`src/rtl/burst_initiator_pkg.sv`:
```
`default_nettype none
// ============================================================================
// Module      : burst_initiator_pkg
// Description : Shared widths, FSM state, error codes and request record for
//               the burst initiator and its range checker.
// Revision    : 1.0 - initial release
// ============================================================================
package burst_initiator_pkg;

    localparam int ADDR_WIDTH = 8;
    localparam int BURST_LEN  = 8;
    localparam int STRIDE_LEN = 4;
    localparam int LEN_WIDTH  = $clog2(BURST_LEN) + 1;
    localparam int IDX_WIDTH  = $clog2(BURST_LEN);
    localparam int ADDR_MAX   = (1 << ADDR_WIDTH) - 1;
    // Wide enough that addr + stride*(len-1) can never wrap.
    localparam int CHK_WIDTH  = ADDR_WIDTH + STRIDE_LEN + IDX_WIDTH;

    typedef enum logic [1:0] {
        IDLE  = 2'd0,
        SETUP = 2'd1,
        BURST = 2'd2,
        GAP   = 2'd3
    } bt_state_e;

    typedef enum logic [1:0] {
        ERR_NONE   = 2'd0,
        ERR_LEN    = 2'd1,
        ERR_STRIDE = 2'd2,
        ERR_RANGE  = 2'd3
    } bt_err_e;

    typedef struct packed {
        logic [ADDR_WIDTH-1:0] addr;
        logic [STRIDE_LEN-1:0] stride;
        logic [LEN_WIDTH-1:0]  len;
    } burst_req_t;

endpackage
`default_nettype wire

```
`src/rtl/burst_range_check.sv`:
```
`default_nettype none
// ============================================================================
// Module      : burst_range_check
// Description : Combinational legality check of a burst request.
//               Priority: bad length > stride too large > end address out of
//               range. Reusable wherever a request record must be validated.
// Ports       : req  in  burst_req_t  request (addr, stride, len)
//               err  out bt_err_e     ERR_NONE when the request is legal
// Revision    : 1.0 - initial release
// ============================================================================
module burst_range_check
    import burst_initiator_pkg::*;
(
    input  burst_req_t req,
    output bt_err_e    err
);

    localparam logic [CHK_WIDTH-1:0] MAX_C = CHK_WIDTH'(ADDR_MAX);

    logic [LEN_WIDTH-1:0] len_m1;
    logic [CHK_WIDTH-1:0] addr_x;
    logic [CHK_WIDTH-1:0] stride_x;
    logic [CHK_WIDTH-1:0] last_x;
    logic [CHK_WIDTH-1:0] end_x;

    assign len_m1   = req.len - LEN_WIDTH'(1);
    assign addr_x   = CHK_WIDTH'(req.addr);
    assign stride_x = CHK_WIDTH'(req.stride);
    assign last_x   = CHK_WIDTH'(len_m1);
    // Only meaningful once the length has passed; the priority chain below
    // guarantees that.
    assign end_x    = addr_x + stride_x * last_x;

    always_comb begin
        err = ERR_NONE;
        if (req.len == '0 || req.len > LEN_WIDTH'(BURST_LEN)) begin
            err = ERR_LEN;
        end else if (stride_x > MAX_C) begin
            err = ERR_STRIDE;
        end else if (end_x > MAX_C) begin
            err = ERR_RANGE;
        end
    end

endmodule
`default_nettype wire

```
`src/rtl/burst_initiator.sv`:
```
`default_nettype none
// ============================================================================
// Module      : burst_initiator
// Description : Accepts one burst request over valid/ready, validates it,
//               then drives burst_en/addr_in/stride into the address
//               modifier while publishing the expected per-beat address.
//               Sequence: IDLE -> SETUP -> BURST (len beats) -> GAP -> IDLE.
// Ports       : clk, rstn (async active-low)
//               req_valid/req_ready          request handshake
//               req_addr/req_stride/req_len  request fields
//               burst_en/addr_in/stride      to address modifier
//               beat_valid/beat_idx/beat_addr per-beat expectation
//               done  1-cycle pulse at burst completion
//               err   1-cycle pulse on rejection, err_code held to next accept
// Revision    : 1.0 - initial release
// ============================================================================
module burst_initiator
    import burst_initiator_pkg::*;
#(
    parameter int unsigned GAP_CYCLES = 2
) (
    input  logic                  clk,
    input  logic                  rstn,
    input  logic                  req_valid,
    output logic                  req_ready,
    input  logic [ADDR_WIDTH-1:0] req_addr,
    input  logic [STRIDE_LEN-1:0] req_stride,
    input  logic [LEN_WIDTH-1:0]  req_len,
    output logic                  burst_en,
    output logic [ADDR_WIDTH-1:0] addr_in,
    output logic [STRIDE_LEN-1:0] stride,
    output logic                  beat_valid,
    output logic [IDX_WIDTH-1:0]  beat_idx,
    output logic [ADDR_WIDTH-1:0] beat_addr,
    output logic                  done,
    output logic                  err,
    output logic [1:0]            err_code
);

    localparam int GAP_W = (GAP_CYCLES > 1) ? $clog2(GAP_CYCLES) : 1;

    bt_state_e            state;
    bt_err_e              chk_err;
    bt_err_e              err_q;
    burst_req_t           req;
    logic [IDX_WIDTH-1:0] last_idx;
    logic [GAP_W-1:0]     gap_cnt;

    assign req.addr   = req_addr;
    assign req.stride = req_stride;
    assign req.len    = req_len;

    burst_range_check u_range_check (
        .req (req),
        .err (chk_err)
    );

    assign err_code   = err_q;
    // burst_en is itself a register, so this stays a registered output.
    assign beat_valid = burst_en;

    always_ff @(posedge clk or negedge rstn) begin
        if (!rstn) begin
            state     <= IDLE;
            req_ready <= 1'b1;
            burst_en  <= 1'b0;
            addr_in   <= '0;
            stride    <= '0;
            beat_idx  <= '0;
            beat_addr <= '0;
            done      <= 1'b0;
            err       <= 1'b0;
            err_q     <= ERR_NONE;
            last_idx  <= '0;
            gap_cnt   <= '0;
        end else begin
            done <= 1'b0;
            err  <= 1'b0;
            case (state)
                IDLE: begin
                    if (req_valid && req_ready) begin
                        state     <= SETUP;
                        req_ready <= 1'b0;
                        err_q     <= chk_err;
                        err       <= (chk_err != ERR_NONE);
                        // A rejected request leaves the modifier inputs alone.
                        if (chk_err == ERR_NONE) begin
                            addr_in  <= req_addr;
                            stride   <= req_stride;
                            last_idx <= IDX_WIDTH'(req_len - LEN_WIDTH'(1));
                        end
                    end
                end
                SETUP: begin
                    // burst_en stays low this cycle so the modifier loads addr_in.
                    if (err_q != ERR_NONE) begin
                        state     <= IDLE;
                        req_ready <= 1'b1;
                    end else begin
                        state     <= BURST;
                        burst_en  <= 1'b1;
                        beat_idx  <= '0;
                        beat_addr <= addr_in;
                    end
                end
                BURST: begin
                    if (beat_idx == last_idx) begin
                        state     <= GAP;
                        burst_en  <= 1'b0;
                        beat_idx  <= '0;
                        beat_addr <= '0;
                        done      <= 1'b1;
                        gap_cnt   <= '0;
                    end else begin
                        beat_idx  <= beat_idx + IDX_WIDTH'(1);
                        beat_addr <= beat_addr + ADDR_WIDTH'(stride);
                    end
                end
                GAP: begin
                    if (gap_cnt == GAP_W'(GAP_CYCLES - 1)) begin
                        state     <= IDLE;
                        req_ready <= 1'b1;
                    end else begin
                        gap_cnt <= gap_cnt + GAP_W'(1);
                    end
                end
                default: begin
                    state     <= IDLE;
                    req_ready <= 1'b1;
                    burst_en  <= 1'b0;
                end
            endcase
        end
    end

endmodule
`default_nettype wire

```
`config.mk`:
```
export PLATFORM = sky130hd
export DESIGN_NAME = burst_initiator
export DESIGN_NICKNAME = d
export VERILOG_FILES = /design/src/rtl/burst_initiator_pkg.sv /design/src/rtl/burst_range_check.sv /design/src/rtl/burst_initiator.sv
export SDC_FILE = /design/constraint.sdc
export NUM_CORES = 1
export LEC_CHECK = 0
export CORE_UTILIZATION = 45
export CTS_CLUSTER_SIZE = 10
export DETAILED_ROUTE_END_ITERATION = 7
export GPL_TIMING_DRIVEN = 0
export PLACE_DENSITY = 0.71
export SLEW_MARGIN = 10
export SYNTH_ARGS = -nofsm -noshare
export SYNTH_HDL_FRONTEND = slang
export SYNTH_HIERARCHICAL = 1
export SYNTH_SLANG_ARGS = --single-unit
```
`constraint.sdc`:
```
create_clock -name clk -period 4.99 [get_ports clk]
set_input_delay 0.499 -clock clk [delete_from_list [all_inputs] [get_ports clk]]
set_output_delay 0.499 -clock clk [all_outputs]
set_load 0.01 [all_outputs]
```
==> flow_summary.toml, run 1 <==
[critical_path]
cp.arrival_ns = 4.97
cp-end-kind = "flop"
worst-path-buf-inv = 3
cpMaxStageDelayCell = "fa_1"
reg2reg_to = "beat_addr[4]"
crit_type = "in2reg"
timing.critical_path.mode_cell = "fa_1"
critPathTopFamily = "adder cells"
crit_required_ns = 5.17
max_stage_delay_ns = 0.57
r2r_cells = 7
path_max_fanout = 10
rr_startpoint = "beat_addr[0]"
ff2ff_setup_slack_ns = 3.02
crit_chain = "dlygate4sd2_1, nor3_2, xnor2_2, nand2b_1, fa_1, fa_1, fa_1, inv_1, ha_1, a211oi_2, nor4_2, a2111oi_4, mux2_4, nor2_4, nand2_4, buf_6, mux2_2"
startpoint_type = "primary input"

[cts]
numCtsBuffers = 5
clk_latency_ns = 0.29
cts.clk_slew.worst_paths_ns = 0.07
root_buffer = "clkbuf_8"
ctsLongestPathBuffers = 2
clock-sinks = 35
cts_tree = "done"
cts_max_level = 2

[power]
comb_power_share_pct = 55.0
switchingPower_mw = 0.665
clockPowerShare_pct = 13.3
power.total_mw = 1.72
vdd_drop_max_mv = 0.227
leakage_nw = 1.56
swShare_pct = 38.6
powerDensity_nw_per_um2 = 534
intPower_mw = 1.06
seq_power_share_pct = 31.8

[synth]
yosysTopAreaCell = "dfrtp_1"
synthAdderAreaFrac_pct = 19.5
synthSimpleGateAreaFrac_pct = 15.1
ys_seq_area_share_pct = 34.7
synthArstFlopShare_pct = 100
synthFlopType = "dfrtp_1"
synth_top_family_by_area = "adder cells"
synth-edff-count = 0
synth_nets = 291
synth_cells = 238
synth_compound_area_share_pct = 11.2
synth.distinct_cells = 49
avgSynthCellArea_um2 = 10.6
synth_area_um2 = 2530
synth-xor-area-share_pct = 2.77
ys_ff_latch = 35
synth_top_area_share_pct = 33.7
synth_area_leaders = "dfrtp_1, ha_1, fa_1, mux2_2, inv_1"
synthMuxAreaShare_pct = 9.26
yosysWarnings = 6

[layout]
seq_area_um2 = 877
fin_area_um2 = 3230
fillers = 472
nNetsFinal = 347
final_common_cell = "clkdlybuf4s50_1"
drive_above_1_share_pct = 16.9
final_cell_mix = "clkdlybuf4s50_1, inv_1, dfrtp_1"
syn2layout_area_growth_pct = 27.6
multi_input_area_um2 = 1490
diodes = 0

[detailed_routing]
num_vias = 1877
wl_um = 5160
wl_met1_um = 2340
wl_per_cell_um = 14.1
top_layer_used = "met4"
detailroute.wirelength.met2_um = 2520
viasPerCell = 5.14
drt_iter0_markers = 79
wl_met3_um = 185
first_pass_iters = 4
detail-route-antenna-nets = 0
drcViolationCount = 0

[outcome]
status = "finished clean"

[timing]
fmax_mhz = 209
min_period_ns = 4.79
setup_violations = 0
fin_skew_ns = 0.00208
setup_slack_ns = 0.199
hold_slack_ns = 0.267
slew_viol_final = 0
tightest_slew_ns = 0.747
final_hold_viol_count = 0
slew_headroom_pct = 50.2
rsz0062_at_grt = "false"
period_share_pct = 96.0

[run]
max-cap-violations = 0

[placed_design]
dpl-instance-area_um2 = 3090
place_ws_ns = -0.688
place_hpwl_um = 4110
place.port_buffers = 48
gp_congestion = 0.788

[global_route]
grt_pass1_wl_um = 9050
grt_max_degree = 36
overflow = 0
grt_pass1_vias = 1889
antenna_found_initial = 0
grtUsageTotal_pct = 19.6

[die]
die_h_um = 76.9
fp.coreArea_um2 = 5270
ioPinCount = 49
die_x_um = 76.9
initial_core_util_pct = 48.0
rows = 26
dieArea_um2 = 5920

[min_path]
hold_path_class = "in2async"
-- logic make-up after synthesis --
family / count (synthesis)
simple gates: 63
buf+inv: 41
compound gates: 36
flops: 35
fa+ha+maj: 34
mux: 21
xor+xnor: 8
-- synthesized netlist by cell type (all sizes together), types with 2 or more instances --
cell type	count
and2	4
ha	25
dfrtp	34
nand2	16
xor2	2
nor2b	14
nand2b	4
a31o	2
o21ai	9
nor2	8
buf	6
nor3	3
a21oi	6
inv	34
nand3	3
and3	3
a211oi	2
fa	9
a31oi	2
xnor2	6
a221o	3
mux2	16
mux2i	5
or4	2
a21o	4
-- final cells by class --
class	count	area share (%)
buffer	7	1.90
clock buffer	8	3.10
inverter	34	3.96
multi-input combinational	162	46.3
sequential	35	27.2
tap	70	2.72
timing repair buffer	49	14.9
-- flip-flops by register name, indices dropped and copies added (netlist names), 2 cells and up, named ones only --
register / cells
addr_in: 8
err_code: 2
last_idx: 3
beat_idx: 3
beat_addr: 8
stride: 4
-- metal layers --
metal,vias up,global-route usage [%]
li1,920,-
met5,-,0
met1,909,25.0
met2,39,31.9
met3,9,4.40
met4,0,8.27
-- through the flow --
stage / std cells / TNS [ns] / utilization [%]
floorplan: 238 / 0 / -
global route: 365 / 0 / 61.2
CTS: 364 / 0 / 60.8
global placement: 356 / -7.67 / 58.7
finish: 365 / 0 / 61.2
detailed placement: 356 / -9.00 / 58.6
-- power groups by stage --
stage	Clock, mW	Combinational [mW]	Sequential (mW)
final	0.229	0.947	0.547
after global routing	0.245	1.04	0.568
after CTS	0.232	0.949	0.547
after detailed placement	0	0.942	0.553
after global placement	0	0.922	0.548
after floorplan	0	0.546	0.568
-- timing repair --
action	in CTS	in global routing
endpoints found under the setup margin	15	9
buffers inserted	0	1
resized for setup	5	6
endpoints found under the hold margin	0	0
pin swaps	1	2
hold buffers	0	0
-- worst max-delay path by stage --
stage                          start  depth (start not counted)          to
after CTS                 req_len[1]                         18  addr_in[3]
after global placement    req_len[0]                         18  addr_in[3]
after detailed placement  req_len[0]                         18  addr_in[3]
after global routing      req_len[2]                         17  addr_in[5]
after floorplan           req_len[0]                         17  addr_in[2]
final                     req_len[2]                         17  addr_in[3]
No activity file was read; power rests on OpenSTA's default activity.
==> run 2, diff against run 1 <==
--- a/config.mk
+++ b/config.mk
@@ -5,11 +5,12 @@
 export SDC_FILE = /design/constraint.sdc
 export NUM_CORES = 1
 export LEC_CHECK = 0
-export CORE_UTILIZATION = 45
+export CORE_UTILIZATION = 50
 export CTS_CLUSTER_SIZE = 10
 export DETAILED_ROUTE_END_ITERATION = 7
 export GPL_TIMING_DRIVEN = 0
-export PLACE_DENSITY = 0.71
+export PLACE_DENSITY = 0.77
+export RECOVER_POWER = 100
 export SLEW_MARGIN = 10
 export SYNTH_ARGS = -nofsm -noshare
 export SYNTH_HDL_FRONTEND = slang
==> run 2 against run 1 <==
Effect of this change:
- the flow now finishes with violations (capacitance limit, slew limit)
- fmax rose by 0.70%
- first-iteration DRC count rose by 1.3%
- sequential power fell by 1%
- cell area rose by 0.35%
- hold slack improved by 0.24 ns
- non-clock buffer count rose by 6
- clock power fell by 2%
- flip-flop and latch count did not move
- count of clock-buffer cells in the layout did not move
- cell count rose by 0.82%
- clock skew rose by 0.0011 ns
- critical path type unchanged
- largest power group unchanged
==> flow_summary.toml, run 2 (synthesis results as in run 1) <==
[layout]
top_regs = "addr_in x8, beat_addr x8, stride x4"
final_cell_mix = "inv_1, dfrtp_1, dlygate4sd3_1"
final_util_pct = 67.6
nNetsFinal = 353
diodes = 0
drive_above_1_share_pct = 16.6
fillers = 382
syn2layout_area_growth_pct = 28.1

[timing]
period_share_pct = 95.3
min_period_ns = 4.76
final_hold_viol_count = 0
slew_headroom_pct = -20.0
fmax_mhz = 210
setup_violations = 0
fin_skew_ns = 0.00315
setup_slack_ns = 0.232
tightest_slew_ns = 1.80
slew_viol_final = 45
rsz0062_at_grt = "false"

[detailed_routing]
viasPerCell = 5.18
wl_per_cell_um = 14.3
first_pass_iters = 4
detail-route-antenna-nets = 0
num_vias = 1908
wl_um = 5270
drt_iter0_markers = 80
drcViolationCount = 0

[global_route]
grt_pass1_vias = 1801
grt_pass1_wl_um = 8510
antenna_found_initial = 0
grtUsageTotal_pct = 21.6
overflow = 0
grt_max_degree = 36

[placed_design]
gp_congestion = 0.847
place_ws_ns = -0.686
place_hpwl_um = 4080
place.port_buffers = 48

[critical_path]
cp.arrival_ns = 4.93
crit_required_ns = 5.16
max_stage_delay_ns = 0.57
crit_type = "in2reg"
cp-end-kind = "flop"
cpMaxStageDelayCell = "fa_1"
crit_chain = "clkdlybuf4s50_1, xnor2_2, nand2b_1, fa_1, fa_1, fa_1, inv_1, ha_1, a211oi_2, nor4_1, a2111oi_4, mux2i_1, nor2_4, nand2_4, buf_6, mux2_2"
path_max_fanout = 10
startpoint_type = "primary input"
timing.critical_path.mode_cell = "fa_1"

[die]
rows = 25
fp.coreArea_um2 = 4790
initial_core_util_pct = 52.8
ioPinCount = 49
die_h_um = 73.1
dieArea_um2 = 5340
die_x_um = 73.1

[cts]
clock-sinks = 35
cts_max_level = 2
numCtsBuffers = 5
cts_tree = "done"
root_buffer = "clkbuf_8"
clk_latency_ns = 0.29
cts.clk_slew.worst_paths_ns = 0.06
ctsLongestPathBuffers = 2
hold_buffers = 0

[power]
clockPowerShare_pct = 13.5
swShare_pct = 39.3
seq_power_share_pct = 32.2
vdd_drop_max_mv = 0.196
leakage_nw = 1.63
powerDensity_nw_per_um2 = 517
intPower_mw = 1.02
comb_power_share_pct = 54.3
switchingPower_mw = 0.657

[outcome]
status = "complete, but fails checks"
violations = "capacitance limit, slew limit"

[min_path]
hold_path_class = "reg2reg"

[run]
max-cap-violations = 2
-- run 2: cell types whose count changed in the layout (fill, tap and decap cells not counted), sizes merged --
cell | before | now
dlygate4sd3 | 0 | 30
clkbuf | 10 | 12
dlygate4sd2 | 1 | 0
dlymetal6s2s | 1 | 2
buf | 8 | 12
clkdlybuf4s50 | 44 | 14
-- run 2: metrics by stage --
stage | TNS (ns) | hold WS, ns | total power, mW | cells | cell area, µm²
after floorplan | 0 | 0.203 | 1.11 | 238 | 2530
after global placement | -7.38 | 0.483 | 1.47 | 353 | 3090
after detailed placement | -8.98 | 0.498 | 1.49 | 353 | 3090
after CTS | 0 | 0.295 | 1.72 | 361 | 3210
after global routing | 0 | 0.546 | 1.80 | 368 | 3240
final | 0 | 0.504 | 1.67 | 368 | 3240
-- run 2: critical path, delay by kind of cell --
kind                       cells  cell delay (ns)
AOI/OAI and AO/OA              2             0.62
xor gates and xnor gates       1             0.20
adders and majority gates      4             1.76
buffers and inverters          3             0.66
muxes                          2             0.72
and+or+nand+nor                4             0.47
-- run 2: path summary, 6_finish.rpt --
path	start	to	slack [ns]	cells after the start
hold reg to reg	last_idx[2]	last_idx[2]	0.50	2
setup / recovery	req_len[3]	addr_in[3]	0.23	16
setup reg to reg	flop	beat_addr[4]	2.31	5
max in group asynchronous	rstn	addr_in[3]	3.27	1
hold / removal	last_idx[2]	last_idx[2]	0.50	2
min in group asynchronous	rstn	beat_addr[5]	0.68	1
-- run 2: layout make-up --
| class | instances | area (µm²) | area share, % |
|---|---|---|---|
| multi-input combinational | 162 | 1470 | 45.3 |
| sequential | 35 | 877 | 27.1 |
| timing repair buffer | 55 | 527 | 16.3 |
| inverter | 34 | 128 | 3.94 |
| clock buffer | 8 | 100 | 3.09 |
| tap | 67 | 83.8 | 2.59 |
| buffer | 7 | 53.8 | 1.66 |
-- run 2: per-layer routing --
| layer | routed length [µm] | vias to the layer above | GRT usage [%] |
|---|---|---|---|
| met5 | 0 | - | 0 |
| met4 | 90 | 0 | 7.84 |
| met3 | 181 | 10 | 6.08 |
| met2 | 2640 | 39 | 35.8 |
| met1 | 2360 | 928 | 26.8 |
| li1 | - | 931 | - |
-- run 2: power by group through the flow --
stage               Combinational [mW]  Sequential, mW  Clock, mW
finish                           0.908           0.539      0.225
global route                      1.01           0.555      0.242
CTS                              0.952           0.544      0.227
detailed placement               0.945           0.549          0
global placement                 0.920           0.545          0
floorplan                        0.546           0.568          0
-- run 2: what timing repair did --
item	CTS	global route
buffers inserted	0	7
resized for setup	5	6
pin swaps	2	6
endpoints found under the setup margin	15	15
==> patch 1: new RTL, config.mk and constraints of run 1 <==
Re-encode `bt_state_e` (4 states) as one-hot, 4 bits wide.
--- a/src/rtl/burst_initiator_pkg.sv
+++ b/src/rtl/burst_initiator_pkg.sv
@@ -16,11 +16,11 @@
     // Wide enough that addr + stride*(len-1) can never wrap.
     localparam int CHK_WIDTH  = ADDR_WIDTH + STRIDE_LEN + IDX_WIDTH;
 
-    typedef enum logic [1:0] {
-        IDLE  = 2'd0,
-        SETUP = 2'd1,
-        BURST = 2'd2,
-        GAP   = 2'd3
+    typedef enum logic [3:0] {
+        IDLE  = 4'b0001,
+        SETUP = 4'b0010,
+        BURST = 4'b0100,
+        GAP   = 4'b1000
     } bt_state_e;
 
     typedef enum logic [1:0] {
Behaviour: same outputs for any inputs over 4 cycles, from zero or initial values and one cycle with rstn low; so few cycles prove little.
==> patch 1 against run 1 <==
Setup slack worse by 0.047 ns; sequential cell count is 2 higher; hold slack worse by 0.15 ns; cell count is 4.1% higher; design area is 3.5% higher; global-route usage is 0.66 points higher; sequential share of layout area is 0.63 points higher; area after synthesis is 2.9% higher; critical endpoint is now addr_in[1]$_DFFE_PN0P_; power is 7.2% lower; wire length is 6.0% higher; synthesized cell count is 4.2% higher.
==> patch 1: results (changes against run 1) <==
Root Buffer=clkbuf_8 (unchanged); type of the worst min-delay path=input pin to asynchronous set/reset pin (unchanged); most used flip-flop cell after synthesis=dfrtp_1 (unchanged); share of the yosys chip area belonging to registers=0.357 (was 0.347); Mapped Nets=301 (was 291); port buffer count=48 (unchanged); Post-synth EDFFs=0 (unchanged); largest net degree at the start of global routing=24 (was 36); Leakage=0.00157 µW (was 0.00156 µW); reg-to-reg critical path endpoint=beat_addr[5]$_DFFE_PN0P_ (was beat_addr[4]$_DFFE_PN0P_); deepest clock path buffer count=2 (unchanged); clk slew on worst S/H paths=0.08 ns; Largest regs=addr_in: 8 flops, beat_addr: 8 flops (was addr_in: 8 flops, beat_addr: 8 flops, stride: 4 flops); fillers=500 (was 472); fraction of layout cells with a size suffix above 1=0.146 (was 0.169); arrival time of the worst setup path=5.00 ns (was 4.97 ns); H-Tree Depth=2 (unchanged); initial antenna violation count=0 (unchanged); Worst R2R Path Depth=4 (was 7); first-pass iteration count of the detailed router=4 (unchanged); vias in the first global route=2021 (was 1889); DRT iter0 DRCs=91 (was 79); drt wl/cell=14.4 µm (was 14.1 µm); Nets=360 (was 347); reg2reg setup slack=2.89 ns (was 3.02 ns); Slew @ Worst Pin=0.907 ns (was 0.747 ns); pre-CTS setup slack=-0.902 ns (was -0.688 ns); Synth warnings=6 (unchanged); first-pass GRT wire length=9580 µm (was 9050 µm); via-per-instance ratio=5.24 (was 5.14); library cells used by synthesis=52 (was 49); reg2reg start=state[2]$_DFFE_PN0P_ (was beat_addr[0]$_DFFE_PN0P_); clock skew=0.0107 ns (was 0.00208 ns); antenna diode count=0 (unchanged); Synth top area share=0.337 (about the same); clk_lat worst skew=0.29 ns (about the same); GPL Wtd Cong=0.868 (was 0.788); CP Max Fanout=4 (was 10); top cells by area, synth=dfrtp_1 34%, ha_1 12%, fa_1 6.9%, mux2_2 6.1%, inv_1 5.1% (was dfrtp_1 34%, ha_1 12%, fa_1 7.1%, mux2_2 6.7%, inv_1 5.0%); Async SR Flop Fraction=1.00 (unchanged); dpl hpwl=4370 µm (was 4110 µm); gr usage total=0.203 (was 0.196); status=finished clean (unchanged); CTS buffer count=5 (unchanged); Synth top cells by count=35 x dfrtp_1, 35 x inv_1, 25 x ha_1 (was 34 x dfrtp_1, 34 x inv_1, 25 x ha_1); VDD IR-drop max=182 µV (was 227 µV); final hold slack=0.122 ns (was 0.267 ns)
[patch 1: changes by cell type after synthesis, moves of 2 or more]
cell	change
nor4b_1	+2
o21ai_0	-2
nand2_1	+5
or4_1	-2
mux2i_1	-3
buf_6	-3
a31oi_1	+5
[patch 1: area by class of cell]
type	count	share of cell area
repair buffers	52	0.156
clock inverters	2	0.00300
well taps	72	0.0270
clock buffers	6	0.0217
inverters	35	0.0394
multi-input cells	171	0.463
plain buffers	5	0.0112
flip-flops and latches	37	0.278
[patch 1: per-layer routing]
metal  vias up  GRT usage  part of all wire
met5         -          0                 0
met3         8     0.0372             0.043
li1        978          -                 -
met2        51      0.336              0.50
met4         0     0.0648             0.014
met1       954      0.269              0.45
[patch 1: repair_timing]
item	4_1_cts	5_1_grt
gates cloned	0	0
pin swaps	2	2
setup buffers	3	0
gates resized for setup	7	6
endpoints found under the setup margin	15	15
[patch 1: worst max path at each step]
stage	to	slack [ns]	from
2_1_floorplan	addr_in[3]$_DFFE_PN0P_	0.26	req_len[0]
3_3_place_gp	addr_in[3]$_DFFE_PN0P_	-0.90	req_len[0]
3_5_place_dp	stride[3]$_DFFE_PN0P_	-0.90	req_len[0]
4_1_cts	addr_in[4]$_DFFE_PN0P_	0.03	req_len[1]
5_1_grt	addr_in[1]$_DFFE_PN0P_	-0.03	req_len[2]
6_report	addr_in[1]$_DFFE_PN0P_	0.15	req_len[2]
[patch 1: worst max-delay path, stage by stage]
cell and delay (ns):
dlygate4sd2_1 0.31, nor3_2 0.28, xnor2_2 0.12, nand2b_1 0.18
fa_1 0.51, fa_1 0.52, fa_1 0.53, inv_1 0.04
ha_1 0.21, a211oi_2 0.21, nor4_2 0.10, a2111oi_4 0.39
mux2_4 0.35, nor2_4 0.14, nand4_4 0.12, buf_4 0.20
mux2_2 0.27
[patch 1: logic make-up after synthesis]
kind of cell / synth area share
flip-flops: 0.357
AO/OA/AOI/OAI: 0.132
adder cells (fa/ha/maj): 0.190
buffers and inverters: 0.0626
XOR/XNOR: 0.0303
multiplexers: 0.0741
AND/OR/NAND/NOR: 0.154
[patch 1: power breakdown]
part | switching (µW) | internal, µW | leakage (µW)
registers | 143 | 430 | 0.000467
clock network | 101 | 96.7 | 0.0000450
logic | 381 | 448 | 0.00105
[patch 1: metrics by stage]
step / TNS (ns) / area, µm² / utilization / std cells
finish: 0 / 3340 / 0.602 / 380
global route: -0.211 / 3340 / 0.602 / 380
CTS: 0 / 3320 / 0.600 / 380
detailed placement: -11.71 / 3190 / 0.576 / 369
global placement: -11.70 / 3170 / 0.572 / 368
floorplan: 0 / 2600 / - / 248
==> patch 2: new RTL, settings of run 1 <==
Made on the original files. `STRIDE_LEN`: 4 -> 8.
--- a/src/rtl/burst_initiator_pkg.sv
+++ b/src/rtl/burst_initiator_pkg.sv
@@ -9,7 +9,7 @@
 
     localparam int ADDR_WIDTH = 8;
     localparam int BURST_LEN  = 8;
-    localparam int STRIDE_LEN = 4;
+    localparam int STRIDE_LEN = 8;
     localparam int LEN_WIDTH  = $clog2(BURST_LEN) + 1;
     localparam int IDX_WIDTH  = $clog2(BURST_LEN);
     localparam int ADDR_MAX   = (1 << ADDR_WIDTH) - 1;
Ports: changed (resized req_stride and stride); port bits go from 49 to 57. No check against the original RTL was run, so the function may have changed too.
==> patch 2 against run 1 <==
Clock power is 7% lower; wire length is 56% higher; sequential share of layout area is 5.4 points lower; count of clock-buffer cells in the layout is 3 lower; sequential cell count is 4 higher; via count is 41% higher; setup slack worse by 0.069 ns; design area is 39% higher; non-clock buffer count is 19 higher; area after synthesis is 34% higher; power is 26% higher; sequential power is 8.0% higher; critical endpoint is now stride[0]$_DFFE_PN0P_.
==> patch 2: results (changes against run 1) <==
largest net degree at the start of global routing=30 (was 36); Peak Freq=0.206 GHz (was 0.209 GHz); VDD IR-drop max=306 µV (was 227 µV); area of the multi-input gates=2380 µm² (was 1490 µm²); Post-Synth Adder-Cell Area=0.244 (was 0.195); number of clock buffers in the layout=5 (was 8); Mapped Nets=412 (was 291); Non-clk bufs=75 (was 56); gr usage total=0.223 (was 0.196); placed standard-cell area=4080 µm² (was 3090 µm²); vias in the first global route=2748 (was 1889); reg-to-reg critical path endpoint=beat_addr[6]$_DFFE_PN0P_ (was beat_addr[4]$_DFFE_PN0P_); pre-CTS setup slack=-1.48 ns (was -0.688 ns); Worst R2R Path Depth=8 (was 7); first-pass GRT wire length=13300 µm (was 9050 µm); xor/xnor cell area share of the yosys netlist=0.0336 (was 0.0277); end of the critical path=stride[0]$_DFFE_PN0P_ (was addr_in[3]$_DFFE_PN0P_); Root Buffer=clkbuf_8 (unchanged); post-synthesis mux area share=0.102 (was 0.0926); Largest regs=addr_in: 8 flops, beat_addr: 8 flops, stride: 8 flops (was addr_in: 8 flops, beat_addr: 8 flops, stride: 4 flops); post-synthesis compound-gate area fraction=0.115 (was 0.112); DRT iter0 DRCs=77 (was 79); library cells used by synthesis=48 (was 49); port buffer count=56 (was 48); CP Max Fanout=6 (was 10); drt wl/cell=15.8 µm (was 14.1 µm); switching part of the total=0.421 (was 0.386); CTS sink count=39 (was 35); fraction of area in multi-input gates=0.530 (was 0.463); Synth top cells by count=44 x inv_1, 38 x dfrtp_1, 34 x ha_1 (was 34 x dfrtp_1, 34 x inv_1, 25 x ha_1); Leakage=0.00212 µW (was 0.00156 µW); fillers=618 (was 472); Synth Instances=335 (was 238); Nets=487 (was 347); multi-input logic cell count=244 (was 162); Seq area share=0.217 (was 0.272); share of the yosys chip area belonging to registers=0.289 (was 0.347); arrival time of the worst setup path=5.04 ns (was 4.97 ns); top cells by area, synth=dfrtp_1 28%, ha_1 13%, fa_1 12%, mux2_4 6.2%, inv_1 4.9% (was dfrtp_1 34%, ha_1 12%, fa_1 7.1%, mux2_2 6.7%, inv_1 5.0%); status=finished clean (unchanged); dpl hpwl=6100 µm (was 4110 µm); GPL Wtd Cong=0.857 (was 0.788); fraction of layout cells with a size suffix above 1=0.221 (was 0.169); via-per-instance ratio=5.19 (was 5.14); Slew @ Worst Pin=0.394 ns (was 0.747 ns); Critical Path Source=req_len[1] (was req_len[2]); Inverters=45 (was 34); clock tree cell share of total cell area=0.0198 (was 0.0310); non-clock buffer share of cell area=0.167 (was 0.168); Total Wirelength=8070 µm (was 5160 µm)
## patch 2: power by group through the flow
stage | Combinational (µW) | Sequential (µW) | Clock, µW
3_5_place_dp | 1190 | 595 | 0
5_1_grt | 1510 | 611 | 231
4_1_cts | 1310 | 589 | 217
3_3_place_gp | 1150 | 586 | 0
2_1_floorplan | 729 | 608 | 0
6_report | 1370 | 591 | 214
## patch 2: worst min-delay path by stage
stage | slack (ns) | depth (start not counted) | to
after global routing | 0.07 | 1 | beat_addr[6]$_DFFE_PN0P_
after CTS | 0.07 | 1 | beat_addr[6]$_DFFE_PN0P_
final | 0.06 | 1 | beat_addr[6]$_DFFE_PN0P_
after detailed placement | 0.39 | 1 | beat_addr[6]$_DFFE_PN0P_
after global placement | 0.48 | 2 | last_idx[2]$_DFFE_PN0P_
after floorplan | 0.20 | 0 | asynchronous set/reset pin
## patch 2: kinds of logic after synthesis
family,after synthesis
adder cells (fa/ha/maj),54
AO/OA/AOI/OAI,60
AND/OR/NAND/NOR,90
flip-flops,39
multiplexers,27
XOR/XNOR,13
buffers and inverters,52
## patch 2: timing repair
action	CTS	global route
gates cloned	0	1
hold buffers	0	0
endpoints found under the setup margin	22	19
gates resized for setup	42	23
setup buffers	7	3
pin swaps	6	29
## patch 2: per-layer routing
metal | GRT usage | routed length [µm] | vias up
li1 | - | - | 1272
met1 | 0.288 | 3460 | 1304
met2 | 0.387 | 4160 | 61
met3 | 0.0215 | 309 | 10
met4 | 0.0821 | 136 | 0
met5 | 0 | 0 | -
## patch 2: stage by stage
stage	TNS, ns	hold WS (ns)	power [µW]
finish	0	0.0641	2170
global route	-0.315	0.0690	2350
CTS	0	0.0694	2120
detailed placement	-29.66	0.386	1790
global placement	-27.82	0.483	1740
floorplan	0	0.203	1340
